$ cat src/rtl/fetch_ctrl.sv
// Instruction-fetch sequencer: pipelined imem requests, in-order response buffer, redirect/halt.
// Optional FETCH_PERF_EN adds saturating bubble and drop counters.
module fetch_ctrl #(
    parameter logic [31:0] RESET_ADDR = 32'h0000_0000,
    parameter int unsigned FIFO_DEPTH = 2
) (
    input  logic        i_clk,
    input  logic        i_rst,
    input  logic        i_redirect,
    input  logic [31:0] i_redirect_addr,
    input  logic        i_halt,
    output logic        o_imem_req,
    output logic [31:0] o_imem_addr,
    input  logic        i_imem_gnt,
    input  logic        i_imem_rvalid,
    input  logic [31:0] i_imem_rdata,
    output logic        o_inst_valid,
    output logic [31:0] o_inst,
    output logic [31:0] o_inst_pc,
    input  logic        i_inst_ready,
    output logic        o_idle
`ifdef FETCH_PERF_EN
    ,
    output logic [31:0] o_perf_bubbles,
    output logic [31:0] o_perf_drops
`endif
);

    localparam int unsigned PW = $clog2(FIFO_DEPTH);
    localparam int unsigned CW = $clog2(FIFO_DEPTH) + 1;
    localparam logic [CW:0] DepthC = (CW + 1)'(FIFO_DEPTH);

    typedef enum logic {StRun, StHalted} state_t;

    state_t          state_q, state_d;
    logic [31:0]     fetch_addr_q, fetch_addr_d;
    logic [CW-1:0]   outstanding_q, outstanding_d;
    logic [CW-1:0]   drop_cnt_q, drop_cnt_d;
    logic [CW-1:0]   fifo_cnt_q, fifo_cnt_d;
    logic [PW-1:0]   tag_wr_q, tag_wr_d, tag_rd_q, tag_rd_d;
    logic [PW-1:0]   fifo_wr_q, fifo_wr_d, fifo_rd_q, fifo_rd_d;
    logic [31:0]     tag_mem  [FIFO_DEPTH];
    logic [31:0]     inst_mem [FIFO_DEPTH];
    logic [31:0]     pc_mem   [FIFO_DEPTH];

    logic grant, accept, pop, credit, dropping;

    always_comb begin
        credit     = ({1'b0, outstanding_q} + {1'b0, fifo_cnt_q}) < DepthC;
        o_imem_req = ~i_rst & (state_q == StRun) & ~i_halt & ~i_redirect & credit;
        grant      = o_imem_req & i_imem_gnt;
        dropping   = (drop_cnt_q != '0);
        // Only live responses consume a tag; stale ones predate the flushed tag queue.
        accept     = i_imem_rvalid & ~dropping & ~i_redirect;
        pop        = o_inst_valid & i_inst_ready;
    end

    always_comb begin
        state_d       = state_q;
        fetch_addr_d  = fetch_addr_q;
        outstanding_d = outstanding_q + CW'(grant) - CW'(i_imem_rvalid);
        drop_cnt_d    = drop_cnt_q;
        fifo_cnt_d    = fifo_cnt_q + CW'(accept) - CW'(pop);
        tag_wr_d      = tag_wr_q + PW'(grant);
        tag_rd_d      = tag_rd_q + PW'(i_imem_rvalid & ~dropping);
        fifo_wr_d     = fifo_wr_q + PW'(accept);
        fifo_rd_d     = fifo_rd_q + PW'(pop);

        unique case (state_q)
            StRun:    if (i_halt && !grant) state_d = StHalted;
            StHalted: if (!i_halt) state_d = StRun;
            default:  state_d = StRun;
        endcase

        if (grant) fetch_addr_d = fetch_addr_q + 32'd4;
        if (i_imem_rvalid && dropping) drop_cnt_d = drop_cnt_q - 1'b1;

        if (i_redirect) begin
            fetch_addr_d = i_redirect_addr & ~32'h3;
            drop_cnt_d   = outstanding_q - CW'(i_imem_rvalid);
            fifo_cnt_d   = '0;
            tag_wr_d     = '0;
            tag_rd_d     = '0;
            fifo_wr_d    = '0;
            fifo_rd_d    = '0;
        end
    end

    always_ff @(posedge i_clk) begin
        if (i_rst) begin
            state_q       <= StRun;
            fetch_addr_q  <= RESET_ADDR & ~32'h3;
            outstanding_q <= '0;
            drop_cnt_q    <= '0;
            fifo_cnt_q    <= '0;
            tag_wr_q      <= '0;
            tag_rd_q      <= '0;
            fifo_wr_q     <= '0;
            fifo_rd_q     <= '0;
        end else begin
            state_q       <= state_d;
            fetch_addr_q  <= fetch_addr_d;
            outstanding_q <= outstanding_d;
            drop_cnt_q    <= drop_cnt_d;
            fifo_cnt_q    <= fifo_cnt_d;
            tag_wr_q      <= tag_wr_d;
            tag_rd_q      <= tag_rd_d;
            fifo_wr_q     <= fifo_wr_d;
            fifo_rd_q     <= fifo_rd_d;
        end
    end

    always_ff @(posedge i_clk) begin
        if (grant) tag_mem[tag_wr_q] <= fetch_addr_q;
        if (accept) begin
            inst_mem[fifo_wr_q] <= i_imem_rdata;
            pc_mem[fifo_wr_q]   <= tag_mem[tag_rd_q];
        end
    end

    assign o_imem_addr  = fetch_addr_q;
    assign o_inst_valid = (fifo_cnt_q != '0);
    assign o_inst       = inst_mem[fifo_rd_q];
    assign o_inst_pc    = pc_mem[fifo_rd_q];
    assign o_idle       = (state_q == StHalted) & (outstanding_q == '0);

`ifdef FETCH_PERF_EN
    logic [32:0]   bubbles_sum, drops_sum;
    logic [CW-1:0] flushed;
    logic          discarded;

    always_comb begin
        flushed     = i_redirect ? (fifo_cnt_q - CW'(pop)) : '0;
        discarded   = i_imem_rvalid & (dropping | i_redirect);
        bubbles_sum = {1'b0, o_perf_bubbles}
                    + 33'((state_q == StRun) & ~i_halt & ~o_inst_valid);
        drops_sum   = {1'b0, o_perf_drops} + 33'(flushed) + 33'(discarded);
    end

    always_ff @(posedge i_clk) begin
        if (i_rst) begin
            o_perf_bubbles <= '0;
            o_perf_drops   <= '0;
        end else begin
            o_perf_bubbles <= bubbles_sum[32] ? 32'hFFFF_FFFF : bubbles_sum[31:0];
            o_perf_drops   <= drops_sum[32] ? 32'hFFFF_FFFF : drops_sum[31:0];
        end
    end
`endif

endmodule
$ cat config.mk
export PLATFORM = sky130hd
export DESIGN_NAME = fetch_ctrl
export DESIGN_NICKNAME = d
export VERILOG_FILES = /design/src/rtl/fetch_ctrl.sv
export SDC_FILE = /design/constraint.sdc
export NUM_CORES = 1
export LEC_CHECK = 0
export BUFFER_PORTS_ARGS = -buffer_cell sky130_fd_sc_hd__buf_4
export CAP_MARGIN = 20
export CORE_ASPECT_RATIO = 0.9
export CORE_MARGIN = 4
export CORE_UTILIZATION = 50
export CTS_CLUSTER_DIAMETER = 60
export CTS_CLUSTER_SIZE = 20
export DETAILED_ROUTE_END_ITERATION = 7
export GPL_ROUTABILITY_DRIVEN = 0
export PLACE_DENSITY = 0.73
export SYNTH_ARGS = -nofsm -noshare
export SYNTH_HDL_FRONTEND = slang
export SYNTH_SLANG_ARGS = --single-unit
$ cat constraint.sdc
create_clock -name i_clk -period 8 [get_ports i_clk]
set_input_delay 0.8 -clock i_clk [delete_from_list [all_inputs] [get_ports i_clk]]
set_output_delay 0.8 -clock i_clk [all_outputs]
set_load 0.1 [all_outputs]
==> flow_metrics.py, run 1 <==
metrics = {
    "outcome": {
        "outcome": "complete, no violations",
    },
    "power": {
        "p_leak_nw": 3.96,
        "finalPower_mw": 2.53,
        "power_density_nw_per_um2": 230,
        "vdd_drop_max_v": 0.000136,
    },
    "sta": {
        "final.min_clock_period_ns": 3.86,
        "slew_viol_final": 0,
        "fmax_mhz": 259,
        "hold_viol": 0,
        "setup_violations": 0,
        "finClkSkew_ns": 0.0109,
        "fin_tns_setup_ns": 0,
        "rsz0062_at_grt": "false",
        "whs_ns": 0.501,
        "max-slew-margin-rel_pct": 37.7,
        "fin_crit_sh_pct": 48.3,
        "worst_pin_slew_ns": 0.935,
    },
    "floorplan": {
        "coreArea_um2": 17700,
        "die_h_um": 135,
        "die_w_um": 149,
        "die_area_um2": 20200,
        "pin_count": 170,
        "rows": 46,
        "initial_core_util_pct": 50.9,
    },
    "global_routing": {
        "grt-busiest-layer": "met2",
        "grt_max_degree": 63,
        "groute.layer.met2.usage_pct": 30.1,
        "antenna_found_initial": 0,
        "grt_pass1_wl_um": 29100,
        "grt_pass1_vias": 5627,
        "overflow": 0,
        "met1_usage_pct": 23.8,
        "use_met3_pct": 3.88,
        "grt_usage_pct": 18.0,
    },
    "cts": {
        "clock_sink_count": 225,
        "htreeDepth": 1,
        "worst_skew_pair.late_latency_ns": 0.48,
        "root_buffer": "clkbuf_16",
        "ctsHoldBuffers": 0,
        "cts_made_buffers": 16,
        "clock_path_buffers": 3,
        "clk_pin_slew_ns": 0.08,
        "post_cts_resized": 0,
        "cts_tree": "done",
        "cts_setup_buffers": 0,
    },
    "route": {
        "route.detailed.drc": 0,
        "wl_per_cell_um": 19.0,
        "drtIter0Drc": 299,
        "ant_nets": 0,
        "wirelength_um": 18700,
        "routed_via_density": 5.48,
        "vias": 5409,
        "drtPass1Iterations": 5,
    },
    "synthesis": {
        "ys.flop_type": "edfxtp_1",
        "synth.distinct_cells": 52,
        "yosysWarnings": 0,
        "yosysSeqAreaShare_pct": 70.5,
        "synth_seq_cells": 225,
        "synthCells": 580,
        "synthArstFlopShare_pct": 0,
        "synth_edf_count": 184,
        "synthesis.area_um2": 9000,
        "synth.avg_cell_area_um2": 15.5,
    },
    "critical_path": {
        "crit_path_cell_trace": "and2_1 > fa_1 > nor4_2 > nand3_2 > inv_2 > ha_1 > buf_4",
        "slowest_stage": "ha_1",
        "rr_worst_depth": 7,
        "critPathCaptureType": "flip-flop",
        "worst-path-max-fanout": 36,
        "startpoint_type": "flip-flop",
        "cp.required_ns": 8.16,
        "cp.arrival_ns": 4.02,
        "critPathKind": "reg2reg",
        "worst_path_largest_cell_delay_ns": 0.64,
    },
    "flow_run": {
        "maxCapViolations": 0,
    },
    "layout": {
        "drive_gt1_share_pct": 39.8,
        "finalNetCount": 820,
        "final_area_um2": 11000,
        "area_growth_pct": 21.9,
        "diodes": 0,
        "stdcell_count": 987,
        "nFillCells": 1333,
    },
    "worst_hold_path": {
        "hold_path_class": "in2reg",
        "holdPathStages": 1,
    },
    "placement": {
        "post_dp_cell_area_um2": 10500,
        "post-place-cells": 959,
        "portBuffers": 163,
        "hpwlAfterDp_um": 12200,
    },
}
-- cell usage after synthesis, types with 2 or more instances --
| cell | instances | area share (%) |
|---|---|---|
| nand3_1 | 14 | 0.78 |
| nor2_1 | 23 | 0.96 |
| a32oi_1 | 2 | 0.19 |
| xnor2_1 | 6 | 0.58 |
| and3_1 | 5 | 0.35 |
| a31oi_1 | 12 | 0.83 |
| nand2_1 | 22 | 0.92 |
| nor3_1 | 3 | 0.17 |
| buf_2 | 2 | 0.11 |
| a211oi_1 | 6 | 0.50 |
| and4_1 | 3 | 0.29 |
| or3_1 | 3 | 0.21 |
| clkbuf_1 | 15 | 0.63 |
| o22ai_1 | 4 | 0.28 |
| a21oi_1 | 22 | 1.2 |
| dfxtp_1 | 41 | 9.1 |
| nand3_2 | 2 | 0.22 |
| inv_1 | 11 | 0.46 |
| o211ai_1 | 4 | 0.33 |
| or2_2 | 3 | 0.21 |
| edfxtp_1 | 184 | 61 |
| o311ai_0 | 5 | 0.49 |
| nor4_1 | 6 | 0.42 |
| o21ai_0 | 7 | 0.39 |
| ha_1 | 11 | 1.5 |
| nand4_1 | 12 | 0.83 |
| mux2_2 | 95 | 12 |
| and2_1 | 11 | 0.76 |
| xor2_1 | 9 | 0.88 |
| a22oi_1 | 2 | 0.17 |
| buf_4 | 5 | 0.42 |
| nor2b_1 | 2 | 0.14 |
| buf_1 | 9 | 0.38 |
-- sequential cells by signal, indices dropped and copies added (netlist names), 2 cells and up --
| signal | count |
|---|---|
| outstanding_q | 2 |
| pc_mem | 60 |
| o_imem_addr | 30 |
| fifo_cnt_q | 2 |
| inst_mem | 64 |
| drop_cnt_q | 2 |
| tag_mem | 60 |
-- area by class of cell --
class	instances	area [um^2]	share of cell area, %
Clock buffer	22	444	4.05
Timing Repair Buffer	167	1250	11.4
Clock inverter	6	71.3	0.650
Multi-Input combinational cell	314	2500	22.8
Inverter	13	48.8	0.445
Sequential cell	225	6350	57.9
Tap cell	240	300	2.74
-- kinds of logic after synthesis --
family | share of synthesized area (%)
multiplexers | 12.0
AO/OA/AOI/OAI | 4.98
AND/OR/NAND/NOR | 7.17
XOR/XNOR | 1.46
adder cells (fa/ha/maj) | 1.75
other | 0.0417
flip-flops | 70.5
buffers and inverters | 2.07
-- metal layers --
metal	wire length, um	share of wire (%)
met1	7900	42
met2	8850	47
met3	1430	7.6
met4	565	3.0
met5	0	0
-- metrics by stage --
| stage | worst slack (ns) | util, % |
|---|---|---|
| floorplan | 4.64 | - |
| global placement | 4.28 | 59.2 |
| detailed placement | 4.12 | 59.2 |
| CTS | 4.12 | 62.1 |
| global route | 3.86 | 62.1 |
| finish | 4.14 | 62.1 |
-- critical path: cells and delay by family, from the launching register on --
| family | cells | cell delay (ns) |
|---|---|---|
| AND/OR/NAND/NOR | 3 | 1.11 |
| adder cells (fa/ha/maj) | 2 | 1.07 |
| buffers and inverters | 2 | 0.95 |
| flip-flops | 1 | 0.40 |
-- worst paths after layout --
| check | from | endpoint | slack (ns) |
|---|---|---|---|
| setup / recovery | outstanding_q[0]$_SDFF_PP0_ | tag_mem[0][9]$_DFFE_PP_ | 4.14 |
| hold / removal | i_imem_rdata[29] | inst_mem[0][29]$_DFFE_PP_ | 0.50 |
| setup reg to reg | outstanding_q[0]$_SDFF_PP0_ | tag_mem[0][9]$_DFFE_PP_ | 4.14 |
| hold reg to reg | o_imem_addr[29]$_SDFFE_PP0P_ | tag_mem[0][29]$_DFFE_PP_ | 0.53 |
-- layout by cell type, fill, tap and decap left out, types with 5 or more instances in the layout --
master,netlist,layout
xor2_1,9,9
o21ai_0,7,7
nor2_1,23,23
buf_4,5,167
nand3_1,14,14
clkbuf_1,15,5
edfxtp_1,184,184
a31oi_1,12,12
and2_1,11,11
nand4_1,12,12
mux2_2,95,95
inv_1,11,11
dfxtp_1,41,40
a211oi_1,6,6
nor4_1,6,6
and3_1,5,5
clkbuf_16,0,17
ha_1,11,9
xnor2_1,6,6
nand2_1,22,22
a21oi_1,22,22
o311ai_0,5,5
-- power breakdown --
group / total [mW] / switching [mW] / internal [mW]
registers: 1.33 / 0.0304 / 1.30
logic: 0.380 / 0.281 / 0.0990
clock network: 0.813 / 0.381 / 0.431
Note: power is estimated with default switching activity, not from simulation.
==> run 2, diff against run 1 <==
--- a/config.mk
+++ b/config.mk
@@ -14,7 +14,7 @@
 export CTS_CLUSTER_SIZE = 20
 export DETAILED_ROUTE_END_ITERATION = 7
 export GPL_ROUTABILITY_DRIVEN = 0
-export PLACE_DENSITY = 0.73
+export PLACE_DENSITY = 0.76
 export SYNTH_ARGS = -nofsm -noshare
 export SYNTH_HDL_FRONTEND = slang
 export SYNTH_SLANG_ARGS = --single-unit
==> constraint.sdc (replaced) <==
create_clock -name i_clk -period 3.2 [get_ports i_clk]
set_input_delay 0.32 -clock i_clk [delete_from_list [all_inputs] [get_ports i_clk]]
set_output_delay 0.32 -clock i_clk [all_outputs]
set_load 0.1 [all_outputs]
==> run 2 against run 1 <==
Compared with the run above: routed wire length is 0.21% higher; largest power group unchanged; fmax is 46% higher; non-clock buffer count up 11; global-route usage up 0.071 points; design area increased by 1.1%; power grew to 2.5 times the previous value; sequential cell count is the same; largest cell class unchanged; clock power rose to 2.5 times the previous value; worst hold slack got worse by 0.47 ns; via count increased by 1.8%.
==> flow_metrics.py, run 2 (synthesis results as in run 1) <==
metrics = {
    "layout": {
        "multi_input_area_um2": 2500,
        "final_common_cell": "edfxtp_1",
        "final_area_um2": 11100,
        "regArea_um2": 6350,
        "mostFrequentLayoutCells": "edfxtp_1, buf_4, mux2_2",
        "drive_gt1_share_pct": 39.8,
        "regMostFlops": "inst_mem",
        "biggestRegsByFlops": "inst_mem: 64 flops, pc_mem: 60 flops, tag_mem: 60 flops",
        "nFillCells": 1333,
        "area_growth_pct": 23.2,
        "finalNetCount": 831,
        "diodes": 0,
        "largest_register_ffs": 64,
    },
    "critical_path": {
        "cp.arrival_ns": 3.00,
        "cpMostUsedCell": "ha_1",
        "rr_worst_depth": 11,
        "reg2reg_to": "outstanding_q[1]$_SDFF_PP0_",
        "crit_buf_inv": 2,
        "startpoint": "outstanding_q[0]$_SDFF_PP0_",
        "cp.required_ns": 3.56,
        "slowest_stage": "fa_1",
        "cp_top_family": "adder cells",
        "worst-path-max-fanout": 17,
        "rr_startpoint": "outstanding_q[0]$_SDFF_PP0_",
        "worst_path_largest_cell_delay_ns": 0.43,
        "critPathCaptureType": "flip-flop",
        "critPathKind": "reg2reg",
        "startpoint_type": "flip-flop",
        "r2r_slack_ns": 0.56,
        "crit_path_cell_trace": "and2_1 > fa_1 > nor4_2 > nand3_2 > buf_4 > ha_1 > inv_1 > ha_1 > xor2_1 > xnor2_1 > nor2_1",
    },
    "global_routing": {
        "antenna_found_initial": 0,
        "grt_max_degree": 63,
        "grt_usage_pct": 18.1,
        "grt_pass1_wl_um": 29100,
        "grt_pass1_vias": 5616,
        "overflow": 0,
    },
    "route": {
        "routed_via_density": 5.52,
        "vias": 5505,
        "ant_nets": 0,
        "drtIter0Drc": 301,
        "drtPass1Iterations": 5,
        "wl_per_cell_um": 18.8,
        "route.detailed.drc": 0,
        "wirelength_um": 18800,
    },
    "floorplan": {
        "coreArea_um2": 17700,
        "pin_count": 170,
        "rows": 46,
        "initial_core_util_pct": 50.9,
        "die_area_um2": 20200,
        "die_h_um": 135,
        "die_w_um": 149,
    },
    "sta": {
        "fin_tns_setup_ns": 0,
        "fin_crit_sh_pct": 82.4,
        "final.min_clock_period_ns": 2.64,
        "fmax_mhz": 379,
        "worst_pin_slew_ns": 0.925,
        "slew_viol_final": 0,
        "hold_viol": 0,
        "rsz0062_at_grt": "false",
        "setup_violations": 0,
        "finClkSkew_ns": 0.0109,
        "max-slew-margin-rel_pct": 38.4,
        "whs_ns": 0.0262,
        "layout_setup_ws_ns": 0.564,
    },
    "power": {
        "vdd_drop_max_v": 0.000353,
        "comb_power_share_pct": 15.2,
        "p_leak_nw": 4.02,
        "finalPower_mw": 6.35,
        "swShare_pct": 27.1,
        "power_density_nw_per_um2": 573,
        "seqPwrFrac_pct": 52.4,
        "switchingPower_mw": 1.72,
        "p_clk_share_pct": 32.4,
        "internal_power_mw": 4.63,
    },
    "placement": {
        "portBuffers": 163,
        "dp_slack_ns": 0.591,
        "hpwlAfterDp_um": 12300,
        "post_dp_cell_area_um2": 10500,
    },
    "cts": {
        "clock_path_buffers": 3,
        "cts_tree": "done",
        "root_buffer": "clkbuf_16",
        "worst_skew_pair.late_latency_ns": 0.48,
        "clk_pin_slew_ns": 0.08,
        "cts_made_buffers": 16,
        "htreeDepth": 1,
        "cts_setup_buffers": 0,
        "clock_sink_count": 225,
    },
    "outcome": {
        "outcome": "complete, no violations",
    },
    "flow_run": {
        "maxCapViolations": 0,
    },
    "worst_hold_path": {
        "hold_end": "inst_mem[0][2]$_DFFE_PP_",
        "hold_path_class": "in2reg",
        "holdPathStages": 1,
        "min-delay-start": "i_imem_rdata[2]",
    },
}
==> run 2: worst register-to-register path, delay by kind of cell, from the launching register on <==
kind                     cells  cell delay, ns
XOR/XNOR                     2            0.31
flip-flops                   1            0.39
adder cells (fa/ha/maj)      3            0.87
AND/OR/NAND/NOR              4            0.68
buffers and inverters        2            0.27
==> run 2: power groups by stage <==
stage	Combinational, mW	Sequential [mW]	Clock [mW]
finish	0.966	3.33	2.06
global placement	0.946	3.39	0
detailed placement	0.961	3.40	0
floorplan	0.569	3.53	0
CTS	0.963	3.33	2.11
global route	1.01	3.34	2.23
==> run 2: worst max-delay path by stage <==
stage | to | slack, ns | cells after the start
global route | outstanding_q[1]$_SDFF_PP0_ | 0.38 | 11
global placement | outstanding_q[1]$_SDFF_PP0_ | 0.64 | 11
CTS | outstanding_q[1]$_SDFF_PP0_ | 0.58 | 11
finish | outstanding_q[1]$_SDFF_PP0_ | 0.56 | 11
detailed placement | outstanding_q[1]$_SDFF_PP0_ | 0.59 | 11
floorplan | tag_mem[1][10]$_DFFE_PP_ | 0.29 | 7
==> run 2: metrics by stage <==
step | utilization, % | std cells
6_report | 62.8 | 998
5_1_grt | 62.8 | 998
4_1_cts | 62.4 | 992
3_5_place_dp | 59.4 | 964
3_3_place_gp | 59.4 | 964
2_1_floorplan | - | 583
==> run 2: per-layer routing <==
| metal | vias to the layer above | track usage, % | share of wire [%] |
|---|---|---|---|
| met3 | 50 | 4.15 | 7.8 |
| met2 | 236 | 30.1 | 48 |
| met4 | 0 | 7.47 | 3.6 |
| met1 | 2668 | 23.2 | 41 |
| met5 | - | 0 | 0 |
| li1 | 2551 | - | - |
==> run 2: layout make-up <==
cell class / count / area share [%]
flip-flops and latches: 225 / 57.2
multi-input cells: 314 / 22.6
repair buffers: 178 / 12.3
clock buffers: 23 / 4.22
well taps: 240 / 2.71
clock inverters: 5 / 0.542
inverters: 13 / 0.440
==> run 2: timing repair <==
action                                  in CTS  in global routing
hold endpoints to repair                     0                 10
endpoints found under the setup margin       0                  0
hold buffers                                 0                  6
resized for setup                            0                  0
